## config.mk

```make
export PLATFORM = sky130hd
export DESIGN_NAME = bias_vector_cache
export DESIGN_NICKNAME = d
export VERILOG_FILES = /design/src/rtl/bias_vector_cache.sv
export SDC_FILE = /design/constraint.sdc
export NUM_CORES = 1
export LEC_CHECK = 0
export CAP_MARGIN = 40
export CORE_UTILIZATION = 55
export CTS_CLUSTER_DIAMETER = 200
export DETAILED_ROUTE_END_ITERATION = 10
export PLACE_DENSITY = 0.68
export SYNTH_ARGS = -nofsm -noshare
export SYNTH_HDL_FRONTEND = slang
export SYNTH_SLANG_ARGS = --single-unit
```

## constraint.sdc

```tcl
create_clock -name clock -period 6.9 [get_ports clock]
set_input_delay 1.38 -clock clock [delete_from_list [all_inputs] [get_ports clock]]
set_output_delay 1.38 -clock clock [all_outputs]
set_load 0.02 [all_outputs]
```

## src/rtl/bias_vector_cache.sv

```systemverilog
// Bias vector store: internal vectors served from local storage, one vector fetched from an
// external memory port. Define BVM_EXT_CACHE_EN to keep a valid-tagged copy of the external vector.
module bias_vector_cache #(
    parameter int unsigned DATA_W      = 16,
    parameter int unsigned NUM_VECTORS = 4,
    parameter int unsigned NUM_ELEMS   = 16,
    parameter int unsigned ADDR_W      = 9,
    parameter int unsigned EXT_BASE    = 0,
    parameter int unsigned EXT_VECTOR  = 0,
    localparam int unsigned VI_W = (NUM_VECTORS > 1) ? $clog2(NUM_VECTORS) : 1,
    localparam int unsigned EI_W = (NUM_ELEMS > 1) ? $clog2(NUM_ELEMS) : 1
) (
    input  logic              clock,
    input  logic              reset_n,
    input  logic              en,
    input  logic              clear,
    input  logic              req,
    input  logic [VI_W-1:0]   vector_index,
    input  logic [EI_W-1:0]   element_index,
    output logic              ext_req,
    output logic [ADDR_W-1:0] ext_addr,
    input  logic [DATA_W-1:0] ext_data,
    input  logic              ext_valid,
    input  logic              wr_en,
    input  logic [VI_W-1:0]   wr_vector,
    input  logic [EI_W-1:0]   wr_element,
    input  logic [DATA_W-1:0] wr_data,
    output logic [DATA_W-1:0] b_element,
    output logic              b_element_ready,
    output logic              busy
);

    typedef enum logic [1:0] {StIdle, StIntRead, StExtWait} state_e;

    state_e              state_q, state_d;
    logic [DATA_W-1:0]   b_element_q, b_element_d;
    logic [ADDR_W-1:0]   ext_addr_q, ext_addr_d;

    logic [DATA_W-1:0]   mem [NUM_VECTORS][NUM_ELEMS];
    logic [DATA_W-1:0]   rd_data;
    logic [DATA_W-1:0]   cache_rd;
    logic                in_range;
    logic                is_ext;
    logic                hit;
    logic                wr_ok;
    logic                accept_ext;
    logic                fill;

    assign in_range = (32'(vector_index) < NUM_VECTORS) && (32'(element_index) < NUM_ELEMS);
    assign is_ext   = (vector_index == VI_W'(EXT_VECTOR));
    assign rd_data  = mem[vector_index][element_index];

    assign accept_ext = (state_q == StIdle) && en && req && in_range && is_ext && !hit;
    assign fill       = (state_q == StExtWait) && ext_valid;

    // The external vector's row is never written; its data only ever comes from the port.
    assign wr_ok = wr_en && (32'(wr_vector) < NUM_VECTORS) && (32'(wr_element) < NUM_ELEMS)
                   && (wr_vector != VI_W'(EXT_VECTOR));

    always_ff @(posedge clock) begin
        if (wr_ok) begin
            mem[wr_vector][wr_element] <= wr_data;
        end
    end

`ifdef BVM_EXT_CACHE_EN
    logic [DATA_W-1:0]    cache_q [NUM_ELEMS];
    logic [NUM_ELEMS-1:0] valid_q;
    logic [EI_W-1:0]      fetch_elem_q;

    assign hit      = in_range && is_ext && valid_q[element_index];
    assign cache_rd = cache_q[element_index];

    // Clear beats a coinciding fill so the entry stays invalid.
    always_ff @(posedge clock) begin
        if (!reset_n) begin
            valid_q      <= '0;
            fetch_elem_q <= '0;
        end else begin
            if (accept_ext) begin
                fetch_elem_q <= element_index;
            end
            if (clear) begin
                valid_q <= '0;
            end else if (fill) begin
                valid_q[fetch_elem_q] <= 1'b1;
            end
        end
    end

    always_ff @(posedge clock) begin
        if (fill) begin
            cache_q[fetch_elem_q] <= ext_data;
        end
    end
`else
    logic unused_clear;

    assign hit          = 1'b0;
    assign cache_rd     = '0;
    assign unused_clear = clear;
`endif

    always_comb begin
        state_d     = state_q;
        b_element_d = b_element_q;
        ext_addr_d  = ext_addr_q;
        unique case (state_q)
            StIdle: begin
                if (en && req) begin
                    if (!in_range) begin
                        b_element_d = '0;
                        state_d     = StIntRead;
                    end else if (accept_ext) begin
                        ext_addr_d = ADDR_W'(EXT_BASE) + ADDR_W'(element_index);
                        state_d    = StExtWait;
                    end else begin
                        b_element_d = hit ? cache_rd : rd_data;
                        state_d     = StIntRead;
                    end
                end
            end
            StIntRead: state_d = StIdle;
            StExtWait: begin
                if (ext_valid) begin
                    b_element_d = ext_data;
                    state_d     = StIntRead;
                end
            end
            default: state_d = StIdle;
        endcase
    end

    always_ff @(posedge clock) begin
        if (!reset_n) begin
            state_q     <= StIdle;
            b_element_q <= '0;
            ext_addr_q  <= '0;
        end else begin
            state_q     <= state_d;
            b_element_q <= b_element_d;
            ext_addr_q  <= ext_addr_d;
        end
    end

    assign ext_req         = (state_q == StExtWait);
    assign ext_addr        = ext_addr_q;
    assign b_element       = b_element_q;
    assign b_element_ready = (state_q == StIntRead);
    assign busy            = (state_q != StIdle);

endmodule
```

Yosys cells after proc, flatten, opt, wreduce, memory -nomap -nowiden
Memory sizes are Yosys's and may differ from the RTL's.
Cells that the tools add are included.
- flip-flop bits (word level): 22
- RAM bits: 1024
- input port bits: 51
- word-level logic and storage cells: 43
- memories: 1
- memories (name ; depth ; bits a word ; rd ports ; clocked after Yosys merged registers in ; write ports ; RTL line ; source):
    mem ; 4 ; 256 ; 1 ; 0 ; 1 ; 39 ; logic [DATA_W-1:0] mem [NUM_VECTORS][NUM_ELEMS];
- $lt $le $gt $ge: 3
- equal/unequal tests: 5
- muxes and demuxes: 15
- bitwise gates (word level): 2
- reduce and logical (&&, ||, !) cells: 14
- operators with widths (kind ; count):
    2-to-1 mux 256 bit ; 1
    2-to-1 mux 16 bit ; 6
    binary-select mux 16 bit (select 4 bit) ; 1
    demux 16 bit (select 4 bit) ; 1
    one-hot mux 16 bit (2 select lines) ; 1
    >= comparator 5 bit (second input constant) ; 2
    NOT 4 -> 5 bit ; 2
    logical AND 1 bit ; 6
    2-to-1 mux 2 bit ; 3
    nonzero test 2 bit ; 3
    less-than comparator 5 x 1 -> 1 bit (second input constant) ; 1
    logical NOT 2 bit ; 2
    != test 2 x 1 -> 1 bit (second input constant) ; 2
    one-hot mux 2 bit (2 select lines) ; 1
    AND reduction 4 bit ; 1
    AND reduction 3 bit ; 1
    == test 2 x 1 -> 1 bit (second input constant) ; 1
    == test 2 bit (second input constant) ; 1
    != test 2 bit (second input constant) ; 1
    AND reduction 2 bit ; 1
    2-to-1 mux 1 bit ; 1

Longest topological paths before layout
Gate-level depths: netlist of the first run.
- depth in word-level cells: 7
- mapped depth: 9

Worst setup path after synthesis of the first run
OpenSTA, ideal clock, no wires.
- path type: input to register
- start: input port wr_vector[0]
- end: memory mem[3][192] in the netlist's numbering, enable pin
- library setup time: 0.388 ns
- data arrival time: 2.754 ns
- path slack: 3.757 ns
- stages on the path: 4
- path buffers: 0
- cell sequence: o21a_1 nor3b_1 nand3_1 nor2_1
- cells in the longest elaborated chain, start to end: 4
- ends and longest elaborated chain (element ; RTL line ; source):
    start: declaration ; 25 ; input logic [VI_W-1:0] wr_vector,
    nonzero test 2 bit ; 58 ; && (wr_vector != VI_W'(EXT_VECTOR));
    logical AND 1 bit ; 58 ;
    2-to-1 mux 1 bit ; 61 ; if (wr_ok) begin
    2-to-1 mux 256 bit (not written as such) ; 62 ; mem[wr_vector][wr_element] <= wr_data;
    end: declaration ; 39 ;
Parallel ways exist; a longest one is shown, timed or not.

Worst setup path after layout of the first run
- start: input port element_index[1]
- end: register b_element_q[7] (netlist: b_element[7])
- cells in the longest elaborated chain, start to end: 7
- ends and longest elaborated chain (element ; RTL line ; source):
    start: declaration ; 19 ; input logic [EI_W-1:0] element_index,
    NOT 4 -> 5 bit (not written as such) ; 51 ; assign rd_data = mem[vector_index][element_index];
    binary-select mux 16 bit (select 4 bit) ; 51 ;
    2-to-1 mux 16 bit (not written as such) (2 in series) ; 51 ;
    2-to-1 mux 16 bit ; 114 ; end else if (accept_ext) begin
    2-to-1 mux 16 bit ; 110 ; if (en && req) begin
    one-hot mux 16 bit (2 select lines) ; 108 ; unique case (state_q)
    end signal: assignment ; 141 ; b_element_q <= b_element_d;
    end: declaration ; 36 ; logic [DATA_W-1:0] b_element_q, b_element_d;
No other way between the ends. The select of a mux whose other input is x is not followed.
A chain may end at the register's enable or synchronous reset.

==> out/qor.csv, run 1 <==
stage,metric,value,unit
floorplanning,die height,273,um
timing,fmax,0.234,GHz
detailed_routing,DR vias/cell,5.91,
hold_path,hold depth,2,
placement,routability cong.,0.814,
placement,Inst Count DP,3207,
logic_synthesis,synth top area cells,"edfxtp_1, mux4_2, a22oi_1",
logic_synthesis,"Primary FF master, synth",edfxtp_1,
placement,PortBufs,72,
timing,Worst-Margin Slew,943,ps
floorplanning,boundary pin count,79,
global_route,Overflow after GRT,0,
clock_network,post-CTS sizing,0,
global_route,antenna violations before repair,3,
detailed_routing,1st-pass router iterations,5,
floorplanning,Die Area,74700,um2
run,max-cap violation count,0,
status,status,"finished, final reports clean",
detailed_routing,residual DRC count,0,
logic_synthesis,Synth area leader,edfxtp_1,
placement,post-DP HPWL,51800,um
hold_path,hold endpoint,ext_addr[2]$_SDFFE_PN0P_,
timing,final setup skew,13.7,ps
worst_setup_path,worst r2r src,state_q[1]$_SDFFE_PN0P_,
worst_setup_path,Max stage delay on crit path,1010,ps
logic_synthesis,top-count cell post-synth,edfxtp_1,
detailed_routing,initial drt markers,1828,
worst_setup_path,Top delay family on crit path,buffers and inverters,
timing,hold_ws,531,ps
floorplanning,Die Wd,273,um
worst_setup_path,CP Cell Sequence,clkdlybuf4s50_1 -> nor2b_4 -> buf_4 -> a22oi_1 -> nand2_1 -> a22oi_1 -> a2111oi_1,
worst_setup_path,capturing point of the worst reg2reg path,b_element[8]$_SDFFE_PN0P_,
clock_network,buffer levels on the longest clock path,3,
global_route,number of global-route vias before repair,20400,
clock_network,# hold bufs at CTS,0,
clock_network,clock slew at reported path FFs,60,ps
logic_synthesis,Post-synth EDFFs,1024,
logic_synthesis,"flops & latches, synth",1046,
global_route,largest net degree at the start of global routing,91,
worst_setup_path,Critical Path AT,4810,ps
clock_network,clock sink total,1046,
worst_setup_path,CP Capture Type,flip-flop,
worst_setup_path,Worst Path Required,7430,ps
logic_synthesis,async set-reset flop share out of synthesis,0,%
clock_network,H-Tree Depth,3,
worst_setup_path,CP max-delay cell,clkdlybuf4s50_1,
pwr,Leak,0.0157,uW
pwr,power per cell area,288,nW/um2
timing,minimum clock period,4280,ps
cells_and_area,final cell count without fillers,3389,
global_route,global-route wire length before repair,131000,um
worst_setup_path,CP Class,in -> reg,
timing,final hold viol count,0,
timing,RSZ-0062 raised after global routing,no,
logic_synthesis,Commonest cells post-synth,"edfxtp_1, mux4_2, a22oi_1, nor2_1, mux2i_1",
worst_setup_path,worst-path maximum fanout,32,
logic_synthesis,"Cell Area, Synth",40500,um2
cells_and_area,layout cells sized above 1,20.4,%
detailed_routing,Antenna Nets Post-Route,0,
cells_and_area,area grow syn2layout,15.8,%
worst_setup_path,R2R Setup Slk,4430,ps
worst_setup_path,Worst Reg2Reg Path Length in Cells,4,
global_route,GRT Util Overall,24.6,%
floorplanning,core area,72800,um2
clock_network,worst skew pair latency,640,ps
timing,Relative slew margins,37.0,%
timing,"Slew Viols, Final",0,
timing,Final Cycle Share,62.0,%
detailed_routing,DR WL/cell,26.5,um
floorplanning,row cnt,99,
logic_synthesis,Synthesis Warnings,0,
timing,Setup TNS,0,ps
detailed_routing,DRT Wirelength,89700,um
pwr,Max IR drop VDD,0.279,mV
logic_synthesis,Syn Inst Count,1937,
cells_and_area,Final #Nets,2402,
hold_path,hold crit path type,reg -> reg,
worst_setup_path,"most used cell, CP",a22oi_1,
clock_network,CTS tree,done,
clock_network,Root Driver,clkbuf_16,
logic_synthesis,post-synthesis cell type count,41,
floorplanning,Initial Util,55.6,%
timing,Final setup viols,0,
hold_path,hold_sp,ext_addr[2]$_SDFFE_PN0P_,
clock_network,setup bufs post-CTS,0,
worst_setup_path,worst path bufs/invs,2,
clock_network,clock buffer count from CTS,101,
detailed_routing,Via Count,20000,
logic_synthesis,sequential cell area fraction in the yosys report,77.1,%
cells_and_area,FILL cells,4967,
logic_synthesis,post-synthesis average cell area,20.9,um2
worst_setup_path,CP Launch Type,primary input,
logic_synthesis,Synth top area share,76.0,%
registers in the layout, indices dropped and copies added, names as in the netlist:
register / cells
state_q: 2
mem: 1024
b_element: 16
ext_addr: 4
worst max path at each step:
stage | startpoint | to | slack, ps | cells past startpoint
final | element_index[1] | b_element[7]$_SDFFE_PN0P_ | 2620 | 7
after global placement | element_index[1] | b_element[7]$_SDFFE_PN0P_ | 2040 | 7
after CTS | element_index[1] | b_element[2]$_SDFFE_PN0P_ | 2690 | 7
after floorplan | wr_vector[0] | mem[3][192]$_DFFE_PP_ | 3760 | 4
after detailed placement | element_index[1] | b_element[2]$_SDFFE_PN0P_ | 2040 | 7
after global routing | element_index[1] | b_element[2]$_SDFFE_PN0P_ | 2540 | 7
metal layers:
layer / GRT usage [%] / part of all wire (%) / routed length (um) / vias up
li1: - / - / - / 8627
met1: 35.5 / 41 / 37100 / 10500
met4: 7.75 / 2.5 / 2200 / 4
met2: 39.0 / 48 / 43400 / 739
met5: 0 / 0.026 / 23 / -
met3: 3.82 / 7.8 / 7000 / 123
where the power goes:
| group | switching [uW] | leakage (uW) | internal [uW] |
|---|---|---|---|
| sequential | 40.3 | 0.00959 | 7140 |
| clock | 2250 | 0.00163 | 3270 |
| combinational | 463 | 0.00449 | 300 |
| total | 2750 | 0.0157 | 10700 |
per-stage QoR:
step                      area (um2)  setup WS [ps]  utilization [%]  power, uW
after floorplan                41400           3760                -       7750
after global placement         43200           2040             59.4       8030
after detailed placement       43500           2040             59.7       8080
after CTS                      46800           2690             64.3      13600
after global routing           46800           2540             64.3      13900
final                          46800           2620             64.3      13500
tightest hold or removal path, cell delays in order (launching register included):
cell	delay [ps]
dfxtp_1	340
mux2i_1	70
nor2_1	90
final cells by class:
cell class / count / area (um2) / area share (%)
flip-flops and latches: 1046 / 31200 / 66.6
repair buffers: 168 / 1600 / 3.42
multi-input cells: 1032 / 9510 / 20.3
inverters: 2 / 7.51 / 0.0160
well taps: 959 / 1200 / 2.56
diodes: 2 / 5.00 / 0.0107
clock inverters: 57 / 596 / 1.27
clock buffers: 123 / 2730 / 5.82
cells in the final DEF (no fill, tap or decap), types with 11 or more instances in the layout:
cell type        count
mux2_2              16
o2111ai_1           16
clkinv_2            17
nand2_1             69
a2111oi_1           15
a21oi_1             17
mux4_2             208
conb_1             261
or4_1               17
o22ai_1             16
clkdlybuf4s50_1     54
mux2i_1             84
bufinv_16           13
a311oi_1            15
nand2b_1            23
buf_4               78
clkinv_1            23
nor2b_1             11
dfxtp_1             22
a22oi_1            112
nor3b_1             17
edfxtp_1          1024
buf_2               16
clkbuf_16          105
clkbuf_1            15
nor2_1             104
cells by family (layout without fill, tap and decap cells):
| kind of cell | Yosys count | count (layout) | synth area share [%] |
|---|---|---|---|
| and+or+nand+nor | 268 | 268 | 3.19 |
| DFF | 1046 | 1046 | 77.1 |
| muxes | 308 | 308 | 14.1 |
| AOI/OAI and AO/OA | 195 | 195 | 3.71 |
| buffers and inverters | 119 | 350 | 1.91 |
| other | 1 | 263 | 0.00927 |
No activity file was read; power rests on OpenSTA's default activity.
==> run 2, diff against run 1 <==
--- a/config.mk
+++ b/config.mk
@@ -9,7 +9,7 @@
 export CORE_UTILIZATION = 55
 export CTS_CLUSTER_DIAMETER = 200
 export DETAILED_ROUTE_END_ITERATION = 10
-export PLACE_DENSITY = 0.68
+export PLACE_DENSITY = 0.71
 export SYNTH_ARGS = -nofsm -noshare
 export SYNTH_HDL_FRONTEND = slang
 export SYNTH_SLANG_ARGS = --single-unit
==> constraint.sdc (replaced) <==
create_clock -name clock -period 3.55 [get_ports clock]
set_input_delay 0.71 -clock clock [delete_from_list [all_inputs] [get_ports clock]]
set_output_delay 0.71 -clock clock [all_outputs]
set_load 0.02 [all_outputs]
==> run 2 against run 1 <==
Compared with the run above: global-route usage increased by 0.41 points; first-iteration DRC count increased by 19%; sequential power increased by 95%; via count increased by 2.2%; critical path depth decreased by 3; combinational power increased by 100%; clock skew increased by 11 ps; largest power group unchanged.
==> out/qor.csv, run 2 (synthesis gave the netlist of run 1 again) <==
stage,metric,value,unit,change
status,status,"finished, final reports clean",,
cells_and_area,area grow syn2layout,16.5,%,
placement,DP Area,44000,um2,+1.0%
floorplanning,Initial Util,55.6,%,unchanged
clock_network,clock slew at reported path FFs,60,ps,about the same
floorplanning,Die Wd,273,um,unchanged
timing,hold_ws,380,ps,-151 ps
global_route,global-route wire length before repair,134000,um,+2.4%
hold_path,hold crit path type,in -> reg,,
detailed_routing,residual DRC count,0,,unchanged
worst_setup_path,R2R Setup Slk,1190,ps,-3240 ps
cells_and_area,layout cells sized above 1,21.9,%,+1.5 points
clock_network,buffer levels on the longest clock path,3,,unchanged
detailed_routing,DR WL/cell,26.3,um,-0.57%
timing,final setup skew,24.4,ps,+10.7 ps
clock_network,clock sink total,1046,,unchanged
cells_and_area,Final #Nets,2453,,+2.1%
clock_network,H-Tree Depth,3,,unchanged
global_route,GRT Util Overall,25.0,%,+0.41 points
placement,post-DP HPWL,55600,um,+7.3%
cells_and_area,"Most flops, register",mem,,
timing,Worst-Margin Slew,959,ps,+16.1 ps
timing,final hold viol count,0,,unchanged
timing,Relative slew margins,36.1,%,-0.93 points
timing,fmax,0.345,GHz,
cells_and_area,"commonest cells after routing, fill and taps aside","edfxtp_1, conb_1, mux4_2, buf_4, a22oi_1",,
worst_setup_path,worst r2r src,state_q[0]$_SDFFE_PN0P_,,
timing,"Slew Viols, Final",0,,unchanged
worst_setup_path,CP Class,reg -> out,,
hold_path,hold endpoint,mem[1][240]$_DFFE_PP_,,
detailed_routing,initial drt markers,2183,,+19%
worst_setup_path,Critical Path AT,2190,ps,-2620 ps
timing,Setup TNS,0,ps,unchanged
timing,RSZ-0062 raised after global routing,no,,
cells_and_area,max reg flops,1024,,unchanged
global_route,largest net degree at the start of global routing,65,,-29%
floorplanning,row cnt,99,,unchanged
run,max-cap violation count,0,,unchanged
clock_network,post-CTS sizing,0,,unchanged
placement,PortBufs,72,,unchanged
detailed_routing,Via Count,20500,,+2.2%
worst_setup_path,CP Launch Type,flip-flop,,
detailed_routing,DR vias/cell,5.95,,+0.64%
detailed_routing,Antenna Nets Post-Route,0,,unchanged
hold_path,hold depth,1,,-1
detailed_routing,DRT Wirelength,90600,um,+0.99%
floorplanning,Die Area,74700,um2,unchanged
placement,Inst Count DP,3259,,+1.6%
hold_path,hold_sp,wr_data[0],,
worst_setup_path,capturing point of the worst reg2reg path,b_element[2]$_SDFFE_PN0P_,,
timing,Final setup viols,0,,unchanged
cells_and_area,Multi-input gate area,9510,um2,about the same
floorplanning,core area,72800,um2,unchanged
floorplanning,boundary pin count,79,,unchanged
clock_network,# hold bufs at CTS,0,,unchanged
timing,minimum clock period,2900,ps,
worst_setup_path,worst-path maximum fanout,19,,-41%
global_route,Overflow after GRT,0,,unchanged
placement,routability cong.,0.852,,+4.7%
cells_and_area,FILL cells,4881,,-1.7%
pwr,Leak,0.0159,uW,+1.2%
placement,post-place setup slack,136,ps,-1900 ps
clock_network,clock buffer count from CTS,98,,-3.0%
timing,Final Cycle Share,81.6,%,
cells_and_area,"most common cell after layout, fill and taps aside",edfxtp_1,,
pwr,power per cell area,545,nW/um2,+90%
timing,fin worst setup slack,652,ps,-1970 ps
global_route,number of global-route vias before repair,21200,,+3.6%
global_route,antenna violations before repair,4,,+1
clock_network,Root Driver,clkbuf_16,,
clock_network,worst skew pair latency,650,ps,about the same
clock_network,CTS tree,done,,
cells_and_area,FF+latch area,31200,um2,unchanged
clock_network,setup bufs post-CTS,0,,unchanged
cells_and_area,final cell count without fillers,3442,,+1.6%
detailed_routing,1st-pass router iterations,5,,unchanged
floorplanning,die height,273,um,unchanged
worst_setup_path,Worst Path Required,2840,ps,-4590 ps
worst_setup_path,CP Capture Type,primary output,,
worst_setup_path,Worst Reg2Reg Path Length in Cells,6,,+2
pwr,Max IR drop VDD,0.663,mV,+140%
cells_and_area,final cell area excluding filler cells,47100,um2,+0.62%
## run 2: worst max path at each step
stage	start	cells past startpoint	slack (ps)	endpoint
after floorplan	wr_vector[0]	4	1080	mem[3][192]$_DFFE_PP_
after global placement	vector_index[0]	8	140	b_element[5]$_SDFFE_PN0P_
after detailed placement	vector_index[0]	8	140	b_element[5]$_SDFFE_PN0P_
after CTS	state_q[0]$_SDFFE_PN0P_	4	640	ext_req
after global routing	state_q[0]$_SDFFE_PN0P_	4	580	ext_req
final	state_q[0]$_SDFFE_PN0P_	4	650	ext_req
## run 2: report_power, final
part | internal [uW] | switching (uW)
Combinational | 630 | 927
Clock | 5780 | 4400
Sequential | 13900 | 83.6
## run 2: critical path, cell delays in order (launching register included)
cell	delay [ps]
dfxtp_1	440
nand2b_1	140
buf_4	280
inv_1	130
clkdlybuf4s50_1	550
## run 2: final cells by class
type / instances / share of cell area (%)
flip-flops and latches: 1046 / 66.2
multi-input cells: 1032 / 20.2
clock buffers: 117 / 5.49
repair buffers: 222 / 4.45
well taps: 959 / 2.55
clock inverters: 63 / 1.14
inverters: 2 / 0.0159
diodes: 1 / 0.00531
## run 2: metrics by stage
step	utilization (%)	total power, uW
global route	64.7	26400
floorplan	-	15100
finish	64.7	25700
detailed placement	60.3	15800
CTS	64.6	25800
global placement	60.3	15700
## run 2: layer usage
metal,GRT usage (%),part of all wire (%)
met4,8.92,3.0
met5,0,0.014
met2,39.8,49
met1,34.5,39
met3,5.34,9.1
==> run 3, diff against run 2 <==
--- a/config.mk
+++ b/config.mk
@@ -9,7 +9,7 @@
 export CORE_UTILIZATION = 55
 export CTS_CLUSTER_DIAMETER = 200
 export DETAILED_ROUTE_END_ITERATION = 10
-export PLACE_DENSITY = 0.71
+export PLACE_DENSITY = 0.68
 export SYNTH_ARGS = -nofsm -noshare
 export SYNTH_HDL_FRONTEND = slang
 export SYNTH_SLANG_ARGS = --single-unit
==> constraint.sdc (replaced) <==
create_clock -name clock -period 3.05 [get_ports clock]
set_input_delay 0.61 -clock clock [delete_from_list [all_inputs] [get_ports clock]]
set_output_delay 0.61 -clock clock [all_outputs]
set_load 0.02 [all_outputs]
==> run 3 against run 2 <==
Compared with the run above: sequential power up 16%; setup slack worse by 440 ps; die area unchanged; register-to-register slack got worse by 480 ps; first-iteration DRC count fell by 16%; sequential share of layout area down 1.7 points; final cell count rose by 1.6%; utilization increased by 1.7 points; sequential cell count did not move; combinational power grew 23%; via count up 0.25%; count of clock-buffer cells in the layout rose by 14.
==> out/qor.csv, run 3 (synthesis gave the netlist of run 1 again) <==
stage,metric,value,unit,change
clock_network,setup bufs post-CTS,0,,unchanged
floorplanning,row cnt,99,,unchanged
clock_network,post-CTS sizing,0,,unchanged
clock_network,H-Tree Depth,3,,unchanged
floorplanning,die height,273,um,unchanged
pwr,internal power,24100,uW,+19%
timing,Final setup viols,0,,unchanged
cells_and_area,final cell area excluding filler cells,48400,um2,+2.7%
clock_network,worst skew pair latency,640,ps,about the same
cells_and_area,"commonest cells after routing, fill and taps aside","edfxtp_1, conb_1, mux4_2, buf_4, a22oi_1",,
timing,final hold viol count,0,,unchanged
timing,"Slew Viols, Final",0,,unchanged
timing,Setup TNS,0,ps,unchanged
pwr,Sw Ratio,20.7,%,-0.35 points
detailed_routing,Antenna Nets Post-Route,0,,unchanged
global_route,number of global-route vias before repair,21000,,-0.97%
pwr,Leak,0.0164,uW,+3.2%
status,status,"finished, final reports clean",,
placement,DP Area,45200,um2,+2.7%
detailed_routing,DR WL/cell,26.4,um,about the same
pwr,Switch Pwr,6290,uW,+16%
cells_and_area,layout cells sized above 1,23.7,%,+1.8 points
detailed_routing,residual DRC count,0,,unchanged
global_route,largest net degree at the start of global routing,65,,unchanged
clock_network,clock sink total,1046,,unchanged
floorplanning,Initial Util,55.6,%,unchanged
worst_setup_path,worst-path maximum fanout,18,,-1
cells_and_area,area grow syn2layout,19.6,%,
cells_and_area,"most common cell after layout, fill and taps aside",edfxtp_1,,
floorplanning,Die Wd,273,um,unchanged
detailed_routing,DRT Wirelength,92200,um,+1.7%
pwr,Sequential Power Share,53.5,%,-0.8 points
worst_setup_path,CP Cell Sequence,nand2b_1 -> buf_4 -> inv_1 -> clkdlybuf4s50_1,,
floorplanning,core area,72800,um2,unchanged
worst_setup_path,capturing point of the worst reg2reg path,b_element[7]$_SDFFE_PN0P_,,
global_route,global-route wire length before repair,135000,um,+0.29%
clock_network,CTS tree,done,,
placement,post-DP HPWL,56900,um,+2.4%
worst_setup_path,CP Launch Type,flip-flop,,
pwr,Clock power frac,40.2,%,+0.6 points
pwr,Max IR drop VDD,0.517,mV,-22%
clock_network,clock buffer count from CTS,100,,+2.0%
pwr,power per cell area,628,nW/um2,+15%
worst_setup_path,Worst Reg2Reg Path Length in Cells,8,,+2
worst_setup_path,CP max-delay cell,clkdlybuf4s50_1,,
floorplanning,Die Area,74700,um2,unchanged
detailed_routing,1st-pass router iterations,5,,unchanged
global_route,antenna violations before repair,4,,unchanged
worst_setup_path,CP Capture Type,primary output,,
placement,PortBufs,72,,unchanged
hold_path,hold depth,1,,unchanged
pwr,Power Total,30400,uW,+18%
worst_setup_path,Critical Path AT,2230,ps,+40 ps
floorplanning,boundary pin count,79,,unchanged
cells_and_area,"Most flops, register",mem,,
timing,hold_ws,255,ps,-125 ps
cells_and_area,n_diodes,0,,-1
global_route,Overflow after GRT,0,,unchanged
clock_network,clock slew at reported path FFs,60,ps,about the same
clock_network,Root Driver,clkbuf_16,,
pwr,Comb power frac,6.3,%,+0.2 points
cells_and_area,max reg flops,1024,,unchanged
timing,Relative slew margins,40.0,%,+3.9 points
clock_network,buffer levels on the longest clock path,3,,unchanged
clock_network,# hold bufs at CTS,0,,unchanged
hold_path,hold endpoint,mem[3][185]$_DFFE_PP_,,
worst_setup_path,worst r2r src,state_q[0]$_SDFFE_PN0P_,,
worst_setup_path,Worst Path Required,2440,ps,-400 ps
timing,final setup skew,21.5,ps,-2.93 ps
detailed_routing,DR vias/cell,5.87,,-1.4%
timing,Final Cycle Share,93.2,%,
timing,RSZ-0062 raised after global routing,no,,
hold_path,hold_sp,wr_data[9],,
worst_setup_path,CP Class,reg -> out,,
timing,Worst-Margin Slew,900,ps,-58.8 ps
worst_setup_path,Max stage delay on crit path,550,ps,about the same
timing,fmax,0.352,GHz,
global_route,GRT Util Overall,25.2,%,+0.27 points
detailed_routing,initial drt markers,1844,,-16%
timing,minimum clock period,2840,ps,
placement,routability cong.,0.887,,+4.1%
run,max-cap violation count,0,,unchanged
detailed_routing,Via Count,20500,,+0.25%
hold_path,hold crit path type,in -> reg,,
cells_and_area,Final #Nets,2511,,+2.4%
worst_setup_path,R2R Setup Slk,710,ps,-480 ps
## run 3: cell types whose count changed in the layout (fill, tap and decap cells not counted), moves of 3 or more
| cell | previous run | this run |
|---|---|---|
| buf_12 | 24 | 81 |
| clkbuf_1 | 15 | 22 |
| clkbuf_8 | 2 | 7 |
| clkinv_1 | 26 | 17 |
| inv_6 | 3 | 0 |
## run 3: layout make-up
type | count | area, um2
inverters | 2 | 7.51
repair buffers | 278 | 3250
clock inverters | 50 | 504
well taps | 959 | 1200
clock buffers | 131 | 2730
fillers | 4885 | 24400
flip-flops and latches | 1046 | 31200
multi-input cells | 1032 | 9510
## run 3: metal layers
layer	track usage, %	part of all wire, %
met4	8.39	2.8
met1	34.8	40
met3	4.64	7.5
met5	0	0.038
met2	41.1	50
## run 3: per-stage QoR
step	worst slack (ps)	std cells	utilization, %
6_report	207	3498	66.4
5_1_grt	105	3498	66.4
4_1_cts	206	3498	66.4
3_5_place_dp	89.6	3317	62.0
3_3_place_gp	89.2	3313	61.9
2_1_floorplan	677	2197	-
## run 3: power groups by stage
stage	Sequential, uW	Combinational [uW]	Clock, uW
final	16200	1920	12200
after global routing	16300	2030	12900
after global placement	16500	1850	0
after detailed placement	16600	1900	0
after CTS	16200	1910	12400
after floorplan	16500	1010	0
## run 3: how the worst max path moves through the flow
| stage | startpoint | endpoint | slack (ps) | depth (start not counted) |
|---|---|---|---|---|
| 2_1_floorplan | wr_vector[0] | mem[3][192]$_DFFE_PP_ | 680 | 4 |
| 6_report | state_q[0]$_SDFFE_PN0P_ | ext_req | 210 | 4 |
| 4_1_cts | state_q[0]$_SDFFE_PN0P_ | ext_req | 210 | 4 |
| 3_3_place_gp | element_index[0] | b_element[13]$_SDFFE_PN0P_ | 90 | 8 |
| 3_5_place_dp | element_index[0] | b_element[13]$_SDFFE_PN0P_ | 90 | 8 |
| 5_1_grt | state_q[0]$_SDFFE_PN0P_ | ext_req | 110 | 4 |
## run 3: critical path: cells and delay by family (launching register included)
kind / cells / cell delay, ps
buffers and inverters: 3 / 970
flip-flops: 1 / 450
AND/OR/NAND/NOR: 1 / 170
